File: src/rtl/serial_adder_pkg.sv
// serial_adder_pkg: shared state encoding and default width for the bit-serial adder
package serial_adder_pkg;

    typedef enum logic [1:0] {
        IDLE = 2'd0,
        RUN  = 2'd1,
        DONE = 2'd2
    } state_t;

    localparam int DEFAULT_WIDTH = 8;

endpackage

File: src/rtl/sc2_block.sv
// sc2_block: one-bit full adder cell producing sum and carry
module sc2_block (
    output logic s,
    output logic cout,
    input  logic a,
    input  logic b,
    input  logic cin
);

    assign s    = a ^ b ^ cin;
    assign cout = (a & b) | (cin & (a ^ b));

endmodule

File: src/rtl/serial_adder.sv
// serial_adder: adds two WIDTH-bit operands one bit per clock through a single full-adder cell
module serial_adder
    import serial_adder_pkg::*;
#(
    parameter int WIDTH = DEFAULT_WIDTH
) (
    input  logic             clk,
    input  logic             reset,
    input  logic             start,
    input  logic [WIDTH-1:0] a,
    input  logic [WIDTH-1:0] b,
    input  logic             cin,
    output logic             busy,
    output logic             done,
    output logic [WIDTH-1:0] sum,
    output logic             cout
);

    localparam int CW = $clog2(WIDTH);
    localparam logic [CW-1:0] LAST = CW'(WIDTH - 1);

    state_t           state_q, state_d;
    logic [WIDTH-1:0] a_q, a_d, b_q, b_d, sh_q, sh_d, sum_q, sum_d;
    logic [CW-1:0]    cnt_q, cnt_d;
    logic             carry_q, carry_d, cout_q, cout_d;
    logic             s, co;

    sc2_block u_cell (
        .s    (s),
        .cout (co),
        .a    (a_q[0]),
        .b    (b_q[0]),
        .cin  (carry_q)
    );

    assign busy = (state_q == RUN);
    assign done = (state_q == DONE);
    assign sum  = sum_q;
    assign cout = cout_q;

    // next state: shift one bit pair per RUN cycle, accept operands in IDLE/DONE
    always_comb begin
        state_d = state_q;
        a_d     = a_q;
        b_d     = b_q;
        sh_d    = sh_q;
        cnt_d   = cnt_q;
        carry_d = carry_q;
        sum_d   = sum_q;
        cout_d  = cout_q;
        if (state_q == RUN) begin
            a_d     = a_q >> 1;
            b_d     = b_q >> 1;
            sh_d    = {s, sh_q[WIDTH-1:1]};
            carry_d = co;
            cnt_d   = (cnt_q == LAST) ? '0 : cnt_q + 1'b1;
            if (cnt_q == LAST) begin
                sum_d   = sh_d;
                cout_d  = co;
                state_d = DONE;
            end
        end else if (start) begin
            a_d     = a;
            b_d     = b;
            carry_d = cin;
            sh_d    = '0;
            cnt_d   = '0;
            state_d = RUN;
        end else begin
            state_d = IDLE;
        end
    end

    // state and datapath registers; reset discards any operation in flight
    always_ff @(posedge clk) begin
        if (reset) begin
            state_q <= IDLE;
            a_q     <= '0;
            b_q     <= '0;
            sh_q    <= '0;
            cnt_q   <= '0;
            carry_q <= 1'b0;
            sum_q   <= '0;
            cout_q  <= 1'b0;
        end else begin
            state_q <= state_d;
            a_q     <= a_d;
            b_q     <= b_d;
            sh_q    <= sh_d;
            cnt_q   <= cnt_d;
            carry_q <= carry_d;
            sum_q   <= sum_d;
            cout_q  <= cout_d;
        end
    end

endmodule

File: config.mk
export PLATFORM = sky130hd
export DESIGN_NAME = serial_adder
export DESIGN_NICKNAME = d
export VERILOG_FILES = /design/src/rtl/serial_adder_pkg.sv /design/src/rtl/sc2_block.sv /design/src/rtl/serial_adder.sv
export SDC_FILE = /design/constraint.sdc
export NUM_CORES = 1
export LEC_CHECK = 0
export CORE_UTILIZATION = 53
export CTS_BUF_LIST = sky130_fd_sc_hd__clkbuf_4
export DETAILED_ROUTE_END_ITERATION = 12
export PLACE_DENSITY = 0.81
export SLEW_MARGIN = 0
export SYNTH_ARGS = -nofsm -noshare
export SYNTH_HDL_FRONTEND = slang
export SYNTH_SLANG_ARGS = --single-unit
File: constraint.sdc
create_clock -name clk -period 1.8 [get_ports clk]
set_clock_uncertainty 0.2 [all_clocks]
set_input_delay 0.36 -clock clk [delete_from_list [all_inputs] [get_ports clk]]
set_output_delay 0.36 -clock clk [all_outputs]
set_load 0.005 [all_outputs]
* Yosys cells after proc, flatten, opt, wreduce, memory -nomap -nowiden *
Index checks and enable logic that the tools add are counted.

cells by class
  $add $sub $neg = 1
  multipliers = 0
  div/mod/pow operators = 0
  magnitude comparators = 0
  equality and inequality tests = 4
  shifts and indexed selects = 0
  muxes and demuxes = 14
  bitwise operators = 5
  reductions and logical operators = 3

operators with widths
  operator                                               count
  two-way mux 7 bit                                      4
  two-way mux 8 bit                                      2
  two-way mux 3 bit                                      3
  two-way mux 2 bit                                      2
  adder 3 x 1 -> 3 bit, second input constant            1
  == test 3 bit, second input constant                   1
  two-way mux 1 bit                                      3
  bitwise AND 1 bit                                      2
  == test 2 x 1 -> 1 bit, second input constant          1
  == test 2 bit, second input constant                   1
  inequality test 2 x 1 -> 1 bit, second input constant  1
  AND reduction 2 bit                                    1
  nonzero test 2 bit                                     1
  OR reduction 2 bit                                     1
  XOR 1 bit                                              2
  OR 1 bit                                               1

word-level totals
  register bits after elaboration = 39
  bits in latches = 0
  bits in writable memories = 0
  memory bits (read-only) = 0
  bits of input ports = 20
  memories = 0

* Longest topological paths before layout *
  word-level depth = 4
  mapped depth = 6

* By module *
A second synthesis with hierarchy kept.

second synthesis, totals
  cell total of the unflattened synthesis = 184
  area total of the unflattened synthesis = 1622.8 µm²

modules (own cells, without submodules)
  module        times used  cells each  area each (µm²)  seq. area each (µm²)
  serial_adder  1           183         1602.8           760.7
  sc2_block     1           1           20.0             0.0

* Worst setup path before layout *
No wires, ideal clock.

  path type = register to register
  start point = register cnt_q[0]
  end point = register state_q[0]
  setup time = 86 ps
  arrival time = 1213 ps
  data required time = 1514 ps
  slack = 302 ps
  stages on the path, launching flop included = 6
  buffers on the path = 1
  period minus slack after synthesis = 1498 ps
  path through = dfxtp_1 -> ha_1 -> ha_1 -> and3b_2 -> buf_2 -> a211oi_1

on the way
  longest elaborated chain between the ends = 2

RTL lines
  item                                      RTL line            source
  start: declaration                        serial_adder.sv:24  logic [CW-1:0] cnt_q, cnt_d;
  start signal: assignment                  serial_adder.sv:90  cnt_q <= cnt_d;
  == test 3 bit                             serial_adder.sv:57  if (cnt_q == LAST) begin
  inequality test 2 x 1 -> 1 bit (no line)  n/a
  end signal: assignment                    serial_adder.sv:86  state_q <= state_d;
  end: declaration                          serial_adder.sv:22  state_t state_q, state_d;

Every way passes these cells.
A chain may end at the register's enable or synchronous reset.

* Final worst setup path *
  start point = register sum_q[6], in the netlist sum[6]
  end point = output sum[6]

RTL lines
  item                      RTL line            source
  start: declaration        serial_adder.sv:23  logic [WIDTH-1:0] a_q, a_d, b_q, b_d, sh_q, sh_d, sum_q, sum_d;
  start signal: assignment  serial_adder.sv:92  sum_q <= sum_d;
  end: declaration          serial_adder.sv:15  output logic [WIDTH-1:0] sum,

No word-level cell between the ends.

==> reports/metrics.csv <==
stage;metric;value;unit
outcome;status;finished with violations;
outcome;violations;design-rule violations;
timing;setup_viol;0;
yosys;ys_seq_area_share;46.5;%
layout;final_net_count;237;
yosys;ys_warn_count;0;
timing;fin_setup_tns;0;ps
setup_path;startpoint_type;register;
detailed_routing;vias;1378;
clock_tree;clock-root-buffer;clkbuf_4;
timing;maxSlewViolCount;0;
yosys;synth_mux_area_share;1.22;%
pwr;power.internal;1.41;mW
global_route;grt_use_met1;25.1;%
setup_path;path_class;register to output pin;
place;portBuffers;30;
min_path;holdPathStages;2;
yosys;synth-xor-area-share;0;%
setup_path;cp_num_buf_inv;1;
yosys;syn_area;1640;um2
place;preCtsSetupSlack;62.5;ps
yosys;synth_cells;184;
global_route;overflow;0;
layout;drive_gt1_share;18.1;%
yosys;synth-compound-area-share;22.1;%
min_path;holdCritStartpoint;sum[7];
flow_run;drv_cap;0;
clock_tree;clk_latency;340;ps
yosys;synth_nets;207;
layout;area_growth;25.5;%
detailed_routing;drcViolationCount;2;
detailed_routing;antenna_left;0;
global_route;gr-usage-met2;39.5;%
pwr;p_sw;412;uW
setup_path;worstRegToRegCells;5;
detailed_routing;dr.pass1.iters;8;
clock_tree;cts_made_buffers;5;
global_route;antenna_found_initial;0;
pwr;ir_drop;0.467;mV
yosys;avgSynthCellArea;8.89;um2
layout;insertedDiodeCount;0;
pwr;p_leak;0.761;nW
global_route;grt_max_degree;39;
timing;setup_slack;53.3;ps
min_path;hold_path.class;register to register;
yosys;yosys-top-cells-area;dfxtp_1 (46%), nand2_1 (9.6%), a21oi_1 (7.6%), a211oi_2 (6.1%), a21oi_2 (4.3%);
setup_path;cp.arrival;1190;ps
detailed_routing;post_drt_wl_per_cell;13.3;um
layout;num-fill-cells;219;
yosys;ys_types;25;
setup_path;regToRegSetupSlack;230;ps
setup_path;r2r-start;cnt_q[0];
timing;timing.final.crit_share;97.0;%
die;dieHeight;57.6;um
timing;tightest_slew;390;ps
die;rows;19;
timing;hold_viol;0;
timing;rsz0062_at_grt;false;
yosys;synth_top_area_cell;dfxtp_1;
pwr;pwr-share-comb;12.0;%
yosys;synth.top_cell.area_share;46.5;%
yosys;synthAdderAreaFrac;2.75;%
timing;slew_headroom;73.9;%
clock_tree;htreeDepth;2;
pwr;p_clk_share;38.5;%
setup_path;cp-end-kind;output pin;
clock_tree;ctsLongestPathBuffers;2;
global_route;grt_util_all_layers;22.5;%
yosys;synth_top_family_by_area;compound AO/OA/AOI/OAI gates;
place;gp_congestion;0.728;
global_route;busiest_layer;met2;
global_route;grt_use_met3;5.22;%
setup_path;cp_slowest_cell;clkdlybuf4s50_1;
clock_tree;cts_hold_buf;0;
place;dp_hpwl;2180;um
die;io_pins;31;
setup_path;cp.required;1240;ps
die;coreArea;2830;um2
setup_path;path_max_fanout;2;
setup_path;cp_top_family;buffers and inverters;
pwr;powerDensity;887;nW/um2
clock_tree;clkTransAtPathRegs;110;ps
detailed_routing;postRouteWirelength;3260;um
setup_path;r2r_end;cout;
die;die_w;57.6;um
yosys;synth_seq_cells;38;
detailed_routing;drtIter0Drc;42;
setup_path;crit_chain;clkdlybuf4s50_1;
pwr;seq_power_share;49.5;%
die;die-area;3310;um2
clock_tree;cts_tree;built;
detailed_routing;via_per_inst;5.60;
global_route;grt_pass1_vias;1378;
global_route;grt_pass1_wl;5640;um
timing;max_freq;0.573;GHz
clock_tree;clock_sink_count;38;
setup_path;slowest_delay;500;ps
timing;min_period;1750;ps
yosys;yosys.area_share.simple;19.3;%
die;start_util;57.9;%
min_path;hold_end;sum[7];
pwr;swShare;22.6;%
## cells in the mapped netlist
cell / n
a21oi_1: 25
nor2_1: 17
ha_1: 2
nand2b_1: 1
a211oi_2: 8
clkinv_2: 1
nand2_1: 42
buf_6: 5
nand3_1: 9
buf_12: 1
nor3_1: 2
buf_1: 2
nand3b_1: 1
clkbuf_1: 1
dfxtp_1: 38
buf_2: 5
inv_12: 1
nor4b_1: 1
a211oi_1: 8
a31oi_1: 1
nor2b_1: 1
and3b_2: 1
fa_1: 1
mux2i_1: 2
a21oi_2: 8
## cell families after synthesis
group / count (synthesis)
AND/OR/NAND/NOR: 75
AO/OA/AOI/OAI: 50
flip-flops: 38
buffers and inverters: 16
adder cells (fa/ha/maj): 3
multiplexers: 2
## worst max path at each step
stage | cells past startpoint | from | end | slack [ps]
after detailed placement | 3 | state_q[1] | busy | 60
after global routing | 1 | sum[5] | sum[5] | 2
after global placement | 3 | state_q[1] | busy | 80
after CTS | 1 | sum[6] | sum[6] | 8
final | 1 | sum[6] | sum[6] | 50
after floorplan | 5 | cnt_q[0] | state_q[0] | 300
## routing by layer
| metal | vias to the layer above | routed length, um | part of all wire (%) |
|---|---|---|---|
| li1 | 691 | - | - |
| met1 | 632 | 1370 | 42 |
| met2 | 46 | 1640 | 50 |
| met3 | 9 | 189 | 5.8 |
| met4 | 0 | 70 | 2.1 |
| met5 | - | 0 | 0 |
## layout make-up
| type | instances | area, um2 | area share, % |
|---|---|---|---|
| multi-input cells | 130 | 752 | 36.6 |
| well taps | 31 | 38.8 | 1.89 |
| clock inverters | 3 | 63.8 | 3.11 |
| repair buffers | 37 | 375 | 18.3 |
| clock buffers | 5 | 37.5 | 1.83 |
| flip-flops and latches | 38 | 766 | 37.3 |
| inverters | 2 | 21.3 | 1.04 |
## cell usage in the layout (no fill, tap or decap), types with 2 or more instances in the layout
| cell type | instances |
|---|---|
| a21oi_2 | 8 |
| clkbuf_4 | 5 |
| nor3_1 | 2 |
| nand3_1 | 9 |
| a211oi_2 | 8 |
| a211oi_1 | 8 |
| dfxtp_1 | 34 |
| dlygate4sd2_1 | 2 |
| mux2i_1 | 2 |
| dfxtp_2 | 4 |
| buf_12 | 2 |
| nor2_1 | 17 |
| ha_1 | 2 |
| buf_4 | 5 |
| bufinv_16 | 2 |
| a21oi_1 | 25 |
| clkdlybuf4s50_1 | 28 |
| nand2_1 | 42 |
## repair_timing
item                                    in CTS  in global routing
hold endpoints to repair                     0                  0
buffers inserted                             1                  0
cloned                                       0                  0
endpoints found under the setup margin       2                  2
resized for setup                            7                  2
## power groups by stage
stage	registers, mW	clock network [mW]	logic, mW
after floorplan	0.915	0	0.156
after global placement	0.918	0	0.210
after detailed placement	0.920	0	0.218
after CTS	0.903	0.716	0.219
after global routing	0.908	0.744	0.239
final	0.903	0.701	0.219
## sequential cells by signal (all words and copies together) (netlist names)
name,cells
sum,8
b_q,8
cout,1
a_q,8
state_q,2
carry_q,1
sh_q,7
cnt_q,3
## per-stage QoR
step                hold slack (ps)  instances  cell area, um2  power [mW]  util, %
floorplan                       232        184            1640        1.07        -
CTS                             262        246            2050        1.84     72.5
global placement                241        237            1930        1.13     68.3
finish                          258        246            2050        1.82     72.6
detailed placement              246        237            1930        1.14     68.3
global route                    279        246            2050        1.89     72.6
Power figures use the tool's default switching activity.
==> edit 1 (same settings) <==
Change the package constant `DEFAULT_WIDTH` from 8 to 16.
--- a/src/rtl/serial_adder_pkg.sv
+++ b/src/rtl/serial_adder_pkg.sv
@@ -7,7 +7,7 @@
         DONE = 2'd2
     } state_t;
 
-    localparam int DEFAULT_WIDTH = 8;
+    localparam int DEFAULT_WIDTH = 16;
 
 endpackage
 
Interface: changed (resized a, b and sum); port bits go from 31 to 55. No check against the original RTL was run, so the function may have changed too.
==> edit 1 against the unedited design <==
Area after synthesis grew 72%. Setup slack gained 0.049 ns. Power grew 67%. Count of clock-buffer cells in the layout grew 4. Cell area grew 76%. Non-clock buffer count grew 34. Sequential cell count grew 33. Wire length grew 74%. Critical path type unchanged. Largest power group unchanged.
==> edit 1: results (changes against the unedited design) <==
routing:
  via_per_inst: 5.46  # was 5.60
  initialDrtViolationCount: 75  # was 42
  wl_mm: 5.66  # was 3.26 mm
  vias: 2256  # was 1,378
  dr.pass1.iters: 4  # was 8
synthesis:
  synth.top_cells.by_area: "dfxtp_1, mux2i_1, a211oi_1"  # was dfxtp_1, nand2_1, a21oi_1
  synthTopCellsByCount: "dfxtp_1, mux2i_1, a211oi_1"  # was nand2_1, dfxtp_1, a21oi_1
  postSynthCellCount: 280  # was 184
  synth_cell_types: 28  # was 25
  ys_seq_area_share_pct: 50.5  # was 46.5%
  synth_nets: 318  # was 207
setup_path:
  cp_data_arrival_time_ns: 1.14  # was 1.19 ns
  reg2reg_slack_ns: 0.11  # was 0.23 ns
  crit_slowest_cell: "dfxtp_2"  # was clkdlybuf4s50_1
  cp_slowest_stage_delay_ns: 0.34  # was 0.50 ns
  critical_path.top_delay_family: "flip-flops"  # was buffers and inverters
min_path:
  hold_path_depth: 3  # was 2
  min_path_type: "input pin to register"  # was register to register
  hold_start: "reset"  # was sum[7]
  holdPathEnd: "state_q[1]"  # was sum[7]
power:
  ir_drop_uv: 409  # was 467 uV
  leakage_nw: 1.50  # was 0.761 nW
placed_design:
  port-buffer-count: 54  # was 30
  place_ws_ns: 0.126  # was 0.0625 ns
  placedInstanceArea_um2: 3430  # was 1930 um2
  gp_congestion: 0.726  # was 0.728
  place_inst: 392  # was 237
  dp_hpwl_mm: 3.67  # was 2.18 mm
global_routing:
  grt_max_degree: 53  # was 39
  grt_pass1_wl_mm: 9.42  # was 5.64 mm
  grt_pass1_vias: 2137  # was 1,378
  track_usage_pct: 22.3  # was 22.5%
finish:
  fin_util_pct: 70.8  # was 72.6%
  diodes: 0  # unchanged
  nFillCells: 405  # was 219
  drive_gt1_share_pct: 20.1  # was 18.1%
  nets: 376  # was 237
sta:
  tightest_slew_ns: 0.433  # was 0.390 ns
  whs_ns: 0.201  # was 0.258 ns
clock_network:
  cts_inserted_buffers: 9  # was 5
  clk_pin_slew_ns: 0.13  # was 0.11 ns
  htreeDepth: 3  # was 2
  clock_latency_ns: 0.41  # was 0.34 ns
status:
  status: "completed"  # was finished with violations
[edit 1: power by group]
part | switching, mW | internal (mW)
registers | 0.0428 | 1.64
clock network | 0.580 | 0.422
logic | 0.171 | 0.182
total | 0.794 | 2.25
[edit 1: timing repair]
action / in CTS / in global routing
setup buffers: 3 / 2
cloned: 0 / 0
endpoints found under the setup margin: 19 / 10
gates resized for setup: 38 / 3
[edit 1: layout make-up]
type                       count  area share (%)
timing repair buffer          71            18.7
sequential                    71            40.0
tap                           70            2.42
clock buffer                   9            1.87
clock inverter                 7            2.04
multi-input combinational    182            34.7
inverter                       3           0.312
[edit 1: kinds of logic (layout without fill, tap and decap cells)]
| family | Yosys count | after routing | share of synthesized area (%) |
|---|---|---|---|
| AO/OA/AOI/OAI | 73 | 73 | 19.1 |
| multiplexers | 34 | 34 | 12.1 |
| flip-flops | 71 | 71 | 50.5 |
| buffers and inverters | 27 | 90 | 4.89 |
| adder cells (fa/ha/maj) | 2 | 2 | 1.16 |
| AND/OR/NAND/NOR | 73 | 73 | 12.1 |
[edit 1: worst max-delay path by stage]
stage / slack, ns / start / endpoint
3_5_place_dp: 0.13 / cnt_q[0] / sum[10]
6_report: 0.10 / state_q[1] / busy
5_1_grt: 0.001 / cnt_q[1] / sum[1]
2_1_floorplan: 0.17 / cnt_q[0] / sum[10]
3_3_place_gp: 0.19 / cnt_q[0] / sum[9]
4_1_cts: 0.01 / state_q[1] / busy
[edit 1: routing by layer]
metal | part of all wire, % | up-vias | track usage [%]
met4 | 1.0 | 0 | 9.43
met2 | 48 | 57 | 37.1
met1 | 46 | 1064 | 26.7
met5 | 0 | - | 0
li1 | - | 1129 | -
met3 | 5.1 | 6 | 6.96
[edit 1: tightest hold or removal path, cell delays in order]
cell     delay, ns
buf_2         0.19
nor3b_4       0.09
buf_12        0.15
==> edit 2 (same settings) <==
Made on the original files. Re-encode `state_t` (3 states) as one-hot, 3 bits wide.
--- a/src/rtl/serial_adder_pkg.sv
+++ b/src/rtl/serial_adder_pkg.sv
@@ -1,10 +1,10 @@
 // serial_adder_pkg: shared state encoding and default width for the bit-serial adder
 package serial_adder_pkg;
 
-    typedef enum logic [1:0] {
-        IDLE = 2'd0,
-        RUN  = 2'd1,
-        DONE = 2'd2
+    typedef enum logic [2:0] {
+        IDLE = 3'b001,
+        RUN  = 3'b010,
+        DONE = 3'b100
     } state_t;
 
     localparam int DEFAULT_WIDTH = 8;
Behaviour: no difference found for any inputs over 10 cycles, from zero or initial values and one cycle with reset high; not proved beyond that.
==> edit 2 against the unedited design <==
The flow finishes with violations (negative setup slack). Sequential cell count increased by 1. Sequential share of layout area decreased by 2.4 points. Power decreased by 15%. Sequential power increased by 1%. Area after synthesis increased by 12%. Cell area increased by 11%. Setup slack got worse by 0.056 ns. Count of clock-buffer cells in the layout unchanged. First-iteration DRC count increased by 17%. Wire length increased by 16%.
==> edit 2: results (changes against the unedited design) <==
status:
  status: "finished with violations"  # unchanged
  violations: "negative setup slack"  # was design-rule violations
placed_design:
  placedInstanceArea_um2: 2200  # was 1930 um2
  place_inst: 241  # was 237
  place_ws_ns: -0.0978  # was 0.0625 ns
global_routing:
  grt.met2_usage_pct: 41.4  # was 39.5%
sta:
  finalSetupViolations: 1  # was 0
  worst_slack_ns: -0.00220  # was 0.0533 ns
setup_path:
  r2r_cells: 4  # was 5
  cp-endpoint: "busy"  # was sum[6]
  r2r_end: "cnt_q[0]"  # was cout
  cp_data_arrival_time_ns: 1.24  # was 1.19 ns
finish:
  seq_share_pct: 34.9  # was 37.3%
  nMultiInputCombCells: 110  # was 130
  nNonClkBuffers: 46  # was 37
  multi_input_area_um2: 955  # was 752 um2
  fin_cells: 248  # was 246
  nFillCells: 254  # was 219
power:
  switching_share_pct: 25.4  # was 22.6%
  leakage_nw: 0.973  # was 0.761 nW
synthesis:
  synth_cell_types: 24  # was 25
  synthTopCellsByCount: "dfxtp_1, mux2i_1, nand2b_1"  # was nand2_1, dfxtp_1, a21oi_1
routing:
  dr.pass1.iters: 6  # was 8
  vias: 1357  # was 1,378
floorplanning:
  die-area_um2: 3690  # was 3310 um2
clock_network:
  post_cts_buffers: 0  # was 1
min_path:
  hold_start: "sum[3]"  # was sum[7]
[edit 2: logic make-up (layout without fill, tap and decap cells)]
kind of cell | count (synthesis) | count (layout)
adder cells (fa/ha/maj) | 3 | 3
buffers and inverters | 17 | 55
AND/OR/NAND/NOR | 54 | 54
multiplexers | 36 | 36
AO/OA/AOI/OAI | 17 | 17
flip-flops | 39 | 39
[edit 2: power groups by stage]
stage                     logic [mW]  registers (mW)  clock network [mW]
final                          0.222           0.914               0.411
after global routing           0.239           0.918               0.461
after CTS                      0.222           0.914               0.422
after detailed placement       0.219           0.934                   0
after global placement         0.209           0.931                   0
after floorplan                0.139           0.929                   0
[edit 2: worst max-delay path, cell delays in order, from the launching register on]
cell	delay, ns
dfxtp_2	0.34
or3b_4	0.41
inv_2	0.08
buf_6	0.09
[edit 2: timing repair]
item / CTS / global route
hold buffers: 0 / 0
resized for setup: 13 / 12
pin swaps: 1 / 1
endpoints found under the setup margin: 2 / 9
